### config.mk
export PLATFORM = sky130hd
export DESIGN_NAME = mfp_uart_transmitter
export DESIGN_NICKNAME = d
export VERILOG_FILES = /design/src/rtl/mfp_uart_transmitter_pkg.sv /design/src/rtl/mfp_uart_tx_fifo.sv /design/src/rtl/mfp_uart_transmitter.sv
export SDC_FILE = /design/constraint.sdc
export NUM_CORES = 1
export LEC_CHECK = 0
export BUFFER_PORTS_ARGS = -buffer_cell sky130_fd_sc_hd__buf_2
export CORE_AREA = 2 2 88 90
export DETAILED_ROUTE_END_ITERATION = 7
export DIE_AREA = 0 0 90 92
export PLACE_DENSITY = 0.84
export SYNTH_ARGS = -nofsm -noshare
export SYNTH_HDL_FRONTEND = slang
export SYNTH_SLANG_ARGS = --single-unit
export TNS_END_PERCENT = 30
### constraint.sdc
create_clock -name clock -period 3.3 [get_ports clock]
set_input_delay 0.165 -clock clock [delete_from_list [all_inputs] [get_ports clock]]
set_output_delay 0.165 -clock clock [all_outputs]
set_load 0.01 [all_outputs]
### src/rtl/mfp_uart_transmitter_pkg.sv
// Shared definitions for the UART transmitter: frame width, FSM states and
// the mapping from FSM state to serial line level.
package mfp_uart_transmitter_pkg;

  localparam int FRAME_BITS = 8;

  typedef enum logic [1:0] {
    ST_IDLE  = 2'd0,
    ST_START = 2'd1,
    ST_DATA  = 2'd2,
    ST_STOP  = 2'd3
  } tx_state_e;

  // Line level for a given state; data_bit is the shifter LSB.
  function automatic logic line_level(input tx_state_e st, input logic data_bit);
    logic lvl;
    case (st)
      ST_START: lvl = 1'b0;
      ST_DATA:  lvl = data_bit;
      default:  lvl = 1'b1;
    endcase
    return lvl;
  endfunction

endpackage

### src/rtl/mfp_uart_tx_fifo.sv
// Byte FIFO for the UART transmitter. A full FIFO refuses pushes even when a
// pop happens on the same edge. A freshly pushed byte becomes visible to the
// reader one edge after the push (no bypass path).
module mfp_uart_tx_fifo #(
  parameter int WIDTH      = 8,
  parameter int DEPTH_LOG2 = 3
) (
  input  logic                  clock,
  input  logic                  reset_n,
  input  logic                  push,
  input  logic                  pop,
  input  logic [WIDTH-1:0]      wr_data,
  output logic [WIDTH-1:0]      rd_data,
  output logic                  full,
  output logic                  empty,
  output logic [DEPTH_LOG2:0]   count
);

  localparam int DEPTH = 1 << DEPTH_LOG2;
  localparam logic [DEPTH_LOG2-1:0] PTR_ONE  = 1;
  localparam logic [DEPTH_LOG2:0]   CNT_ONE  = 1;
  localparam logic [DEPTH_LOG2:0]   CNT_FULL = DEPTH[DEPTH_LOG2:0];

  logic [WIDTH-1:0]      mem_q [DEPTH];
  logic [DEPTH_LOG2-1:0] wr_ptr_q, rd_ptr_q;
  logic [DEPTH_LOG2:0]   count_q, count_d;
  logic                  avail_q;
  logic                  push_ok, pop_ok;

  assign full    = (count_q == CNT_FULL);
  // avail_q lags the count by one edge, which delays visibility of new data.
  assign empty   = !avail_q || (count_q == '0);
  assign push_ok = push && !full;
  assign pop_ok  = pop && !empty;
  assign count   = count_q;
  // Read is combinational so the FSM can load the shifter on the pop edge.
  assign rd_data = mem_q[rd_ptr_q];

  // Occupancy update: simultaneous push and pop leave the count unchanged.
  always_comb begin
    count_d = count_q;
    if (push_ok && !pop_ok) begin
      count_d = count_q + CNT_ONE;
    end else if (!push_ok && pop_ok) begin
      count_d = count_q - CNT_ONE;
    end
  end

  // Storage array write port; contents need no reset.
  always_ff @(posedge clock) begin
    if (push_ok) begin
      mem_q[wr_ptr_q] <= wr_data;
    end
  end

  // Pointers, count and the delayed visibility flag.
  always_ff @(posedge clock or negedge reset_n) begin
    if (!reset_n) begin
      wr_ptr_q <= '0;
      rd_ptr_q <= '0;
      count_q  <= '0;
      avail_q  <= 1'b0;
    end else begin
      if (push_ok) wr_ptr_q <= wr_ptr_q + PTR_ONE;
      if (pop_ok)  rd_ptr_q <= rd_ptr_q + PTR_ONE;
      count_q <= count_d;
      avail_q <= (count_q != '0);
    end
  end

endmodule

### src/rtl/mfp_uart_transmitter.sv
// 8N1 UART transmitter: byte FIFO feeding a start/data/stop shifter paced by
// an integer baud divider. Back-to-back frames have no idle gap.
module mfp_uart_transmitter
  import mfp_uart_transmitter_pkg::*;
#(
  parameter int CLOCK_FREQUENCY = 50000000,
  parameter int BAUD_RATE       = 115200,
  parameter int FIFO_DEPTH_LOG2 = 3
) (
  input  logic                     clock,
  input  logic                     reset_n,
  input  logic                     wr_valid,
  input  logic [FRAME_BITS-1:0]    wr_data,
  output logic                     wr_ready,
  output logic                     tx,
  output logic                     busy,
  output logic [FIFO_DEPTH_LOG2:0] fifo_count
);

  localparam int DIV   = CLOCK_FREQUENCY / BAUD_RATE;
  localparam int CNT_W = (DIV > 2) ? $clog2(DIV) : 1;
  localparam logic [CNT_W-1:0] CNT_LAST = CNT_W'(DIV - 1);
  localparam logic [CNT_W-1:0] CNT_ONE  = 1;

  generate
    if (DIV < 2) begin : g_div_check
      $error("mfp_uart_transmitter: CLOCK_FREQUENCY / BAUD_RATE must be at least 2");
    end
  endgenerate

  tx_state_e             state_q, state_d;
  logic [CNT_W-1:0]      cnt_q, cnt_d;
  logic [2:0]            bit_q, bit_d;
  logic [FRAME_BITS-1:0] shift_q, shift_d;
  logic                  tx_q, tx_d;
  logic                  bit_end;
  logic                  fifo_full, fifo_empty, fifo_pop;
  logic [FRAME_BITS-1:0] fifo_rd_data;

  mfp_uart_tx_fifo #(
    .WIDTH      (FRAME_BITS),
    .DEPTH_LOG2 (FIFO_DEPTH_LOG2)
  ) u_fifo (
    .clock   (clock),
    .reset_n (reset_n),
    .push    (wr_valid),
    .pop     (fifo_pop),
    .wr_data (wr_data),
    .rd_data (fifo_rd_data),
    .full    (fifo_full),
    .empty   (fifo_empty),
    .count   (fifo_count)
  );

  assign wr_ready = !fifo_full;
  assign bit_end  = (cnt_q == CNT_LAST);
  assign tx       = tx_q;
  assign busy     = (state_q != ST_IDLE) || (fifo_count != '0);

  // Next-state logic: baud pacing, bit sequencing, FIFO pops and line level.
  always_comb begin
    state_d  = state_q;
    cnt_d    = bit_end ? '0 : cnt_q + CNT_ONE;
    bit_d    = bit_q;
    shift_d  = shift_q;
    fifo_pop = 1'b0;
    case (state_q)
      ST_IDLE: begin
        cnt_d = '0;
        if (!fifo_empty) begin
          fifo_pop = 1'b1;
          shift_d  = fifo_rd_data;
          state_d  = ST_START;
        end
      end
      ST_START: begin
        if (bit_end) begin
          state_d = ST_DATA;
          bit_d   = '0;
        end
      end
      ST_DATA: begin
        if (bit_end) begin
          shift_d = shift_q >> 1;
          bit_d   = bit_q + 3'd1;
          if (bit_q == 3'd7) state_d = ST_STOP;
        end
      end
      ST_STOP: begin
        if (bit_end) begin
          if (!fifo_empty) begin
            fifo_pop = 1'b1;
            shift_d  = fifo_rd_data;
            state_d  = ST_START;
          end else begin
            state_d = ST_IDLE;
          end
        end
      end
      default: state_d = ST_IDLE;
    endcase
    tx_d = line_level(state_d, shift_d[0]);
  end

  // State, counters, shifter and the glitch-free line register.
  always_ff @(posedge clock or negedge reset_n) begin
    if (!reset_n) begin
      state_q <= ST_IDLE;
      cnt_q   <= '0;
      bit_q   <= '0;
      shift_q <= '0;
      tx_q    <= 1'b1;
    end else begin
      state_q <= state_d;
      cnt_q   <= cnt_d;
      bit_q   <= bit_d;
      shift_q <= shift_d;
      tx_q    <= tx_d;
    end
  end

endmodule

==> results.toml <==
[placement]
preCtsSetupSlack_ns = 0.152
dp_hpwl_um = 5070
gp_congestion = 0.809
io_buffer_count = 17
numPlacedInstances = 406

[clock_tree]
htree_levels = 3
numCtsBuffers = 9
cts_setup_buffers = 0
cts_sinks = 98
clk_pin_slew_worst_paths_ns = 0.10
insertion_delay_ns = 0.35
clockRootBuffer = "clkbuf_8"
cts_tree = "done"
clk_path_buf_depth = 2

[sta]
period_needed_ns = 3.02
skew_ns = 0.0148
fin_crit_sh = 0.914
drv_slew = 0
clock.fmax_mhz = 332
rsz0062_at_grt = "false"
worst_slew_pin_slew_ns = 0.857
finalHoldViolCount = 0
timing.final.ws_setup_ns = 0.284
setup_viol = 0
slew_headroom = 0.427
tns_ns = 0

[final_layout]
area_growth_pct = 10.6
n_fill_cell = 543
multi_input_area_mm2 = 0.00146
seqCellArea_mm2 = 0.00278
final_cells = 423
drive_above_1_share = 0.215
antenna_cells = 0
finalNetCount = 343

[synthesis]
synthFlopType = "edfxtp_1"
yosys.area.top_type = "edfxtp_1"
synth_edf_count = 64
ys_seq_elements = 98
ys_async_sr_fraction = 0.347
yosys-top-cells-area = "edfxtp_1 (45%), dfrtp_1 (19%), mux4_2 (8.4%)"
avgSynthCellArea_um2 = 14.9
synth_fp_nets = 317
synth_top_area_share = 0.446
yosysSeqAreaShare = 0.643
syn_area_mm2 = 0.00431
yosysUniqueCellTypes = 45
syn_inst = 290
yosys_warnings = 0

[grt]
grt_usage = 0.196
grt_pass1_vias = 2392
grt-ovfl-total = 0
grt_pass1_wl_um = 12400
grt_max_degree = 35
grt_antenna_before_repair = 0

[detailed_routing]
wl_met2_um = 3910
wl_met1_um = 3230
dr.pass1.iters = 4
drt_iter0_drc = 148
avgViaCountPerCell = 5.71
drt_wl_total_um = 7460
num_vias = 2414
met3_length_um = 318
avgRoutedWirePerCell_um = 17.6
drc = 0
top_layer_used = "met3"
ant_nets = 0

[die]
dieHeight_um = 92
die-width_um = 90
ios = 18
start_util = 0.579
fp-row-count = 32
core_mm2 = 0.00745
fp.dieArea_mm2 = 0.00828

[critical_path]
crit_type = "flip-flop to flip-flop"
rrSetupSlack_ns = 0.28
rr_startpoint = "state_q[1]"
setup.worst_path.end_class = "flip-flop"
crit_chain = "ha_2 > inv_1 > o41a_1 > or3_4 > ha_1 > inv_1 > ha_1 > a21o_1 > a21oi_1 > xnor2_1 > nor2_1 > xor2_1"
critPathBufInv = 2
reg2regPathDepth = 12
crit-reg2reg-capture = "u_fifo.count[3]"
slowest_stage = "o41a_1"
crit_fanout = 5
crit_arrival_ns = 3.26
path_delay_family = "compound AO/OA/AOI/OAI gates"
max_stage_delay_ns = 0.45
path_depth = 12
cp-start-kind = "flip-flop"
worstPathRequired_ns = 3.55

[power_and_ir_drop]
power_density_mw_per_mm2 = 834
seqPwrFrac = 0.464
p_comb_frac = 0.322
swShare = 0.334
power_switching_uw = 1330
vdd_drop_max_v = 0.000476
pwr-share-clk = 0.214
p_leak_uw = 0.00179
p_int_uw = 2650

[worst_hold_path]
hold_depth = 1
hp-start = "wr_data[2]"
hp-class = "input pin to flip-flop"
hold_path_end = "u_fifo.mem_q[3][2]"

[run]
cap_violations = 0

[status]
outcome = "finished, final reports clean"
## placed cells by master, fill, tap and decap left out, drive strengths merged, types with 12 or more instances in the layout
master | Yosys | final
ha | 15 | 15
inv | 10 | 12
buf | 6 | 24
nor2 | 28 | 28
mux4 | 16 | 16
nand2 | 15 | 15
o21ai | 13 | 13
a21oi | 14 | 14
dfrtp | 33 | 33
edfxtp | 64 | 64
## power groups by stage
stage / Combinational, µW / Clock [µW] / Sequential [µW]
after floorplan: 1060 / 0 / 1740
after global placement: 1240 / 0 / 1860
after detailed placement: 1280 / 0 / 1880
after CTS: 1290 / 873 / 1850
after global routing: 1410 / 922 / 1890
final: 1280 / 852 / 1840
## per-layer routing
layer  track usage  vias to the layer above
met5             0                        -
li1              -                     1138
met3        0.0394                        0
met1         0.264                     1220
met2         0.335                       56
met4        0.0462                        0
## layout make-up
class                   instances  share of cell area
repair buffers                 25              0.0310
well taps                     102              0.0268
clock inverters                 7              0.0210
multi-input cells             172               0.305
clock buffers                   9              0.0260
flip-flops and latches         98               0.582
inverters                      10             0.00787
## worst max-delay path by stage
| stage | start | end | slack (ns) |
|---|---|---|---|
| after global placement | state_q[0] | u_fifo.count[3] | 0.32 |
| after detailed placement | state_q[0] | u_fifo.count[3] | 0.15 |
| after CTS | state_q[0] | u_fifo.count[3] | 0.14 |
| after floorplan | state_q[0] | u_fifo.count[3] | 0.43 |
| final | state_q[1] | u_fifo.count[3] | 0.28 |
| after global routing | state_q[1] | u_fifo.count[3] | 0.06 |
## kinds of logic (layout without fill, tap and decap cells)
| kind of cell | count (synthesis) | after routing | synth area share |
|---|---|---|---|
| adders and majority gates | 16 | 16 | 0.0482 |
| buffers and inverters | 20 | 51 | 0.0206 |
| and+or+nand+nor | 69 | 69 | 0.0766 |
| AOI/OAI and AO/OA | 44 | 44 | 0.0665 |
| xor gates and xnor gates | 14 | 14 | 0.0284 |
| DFF | 98 | 98 | 0.643 |
| muxes | 29 | 29 | 0.116 |
## synthesized netlist by cell type (2+ instances only)
| cell type | instances |
|---|---|
| mux4_2 | 16 |
| a32o_1 | 2 |
| nand2b_1 | 3 |
| a22oi_1 | 6 |
| or2_1 | 2 |
| nor2_1 | 27 |
| ha_1 | 15 |
| edfxtp_1 | 64 |
| buf_2 | 5 |
| xor2_1 | 6 |
| mux2_1 | 2 |
| mux2i_1 | 7 |
| nor4_1 | 2 |
| inv_1 | 10 |
| nor3_1 | 4 |
| o21ai_1 | 10 |
| nand3_1 | 5 |
| xnor2_1 | 8 |
| a21oi_1 | 14 |
| nor2b_1 | 2 |
| nand2_1 | 15 |
| mux2_2 | 3 |
| o21ai_0 | 3 |
| clkbuf_1 | 4 |
| nor3_2 | 2 |
| or3_1 | 2 |
| dfrtp_1 | 33 |
## metrics by stage
| step | cell area (µm²) | hold WS [ns] | util | power [µW] |
|---|---|---|---|---|
| 3_3_place_gp | 4530 | 0.262 | 0.608 | 3090 |
| 4_1_cts | 4760 | 0.0591 | 0.639 | 4010 |
| 5_1_grt | 4770 | 0.0720 | 0.640 | 4220 |
| 2_1_floorplan | 4310 | -0.131 | - | 2800 |
| 6_report | 4770 | 0.0759 | 0.640 | 3980 |
| 3_5_place_dp | 4530 | 0.285 | 0.608 | 3160 |
## sequential cells by signal, summed over array words and instances (netlist names)
register / cells
u_fifo.mem_q: 64
u_fifo.avail_q: 1
shift_q: 8
cnt_q: 9
state_q: 2
u_fifo.wr_ptr_q: 3
tx: 1
u_fifo.count: 4
u_fifo.rd_ptr_q: 3
bit_q: 3
## what timing repair did
action | 4_1_cts | 5_1_grt
hold buffers | 1 | 0
setup endpoints to repair | 0 | 1
resized for setup | 0 | 3
endpoints found under the hold margin | 33 | 0
Note: power is estimated with default switching activity, not from simulation.
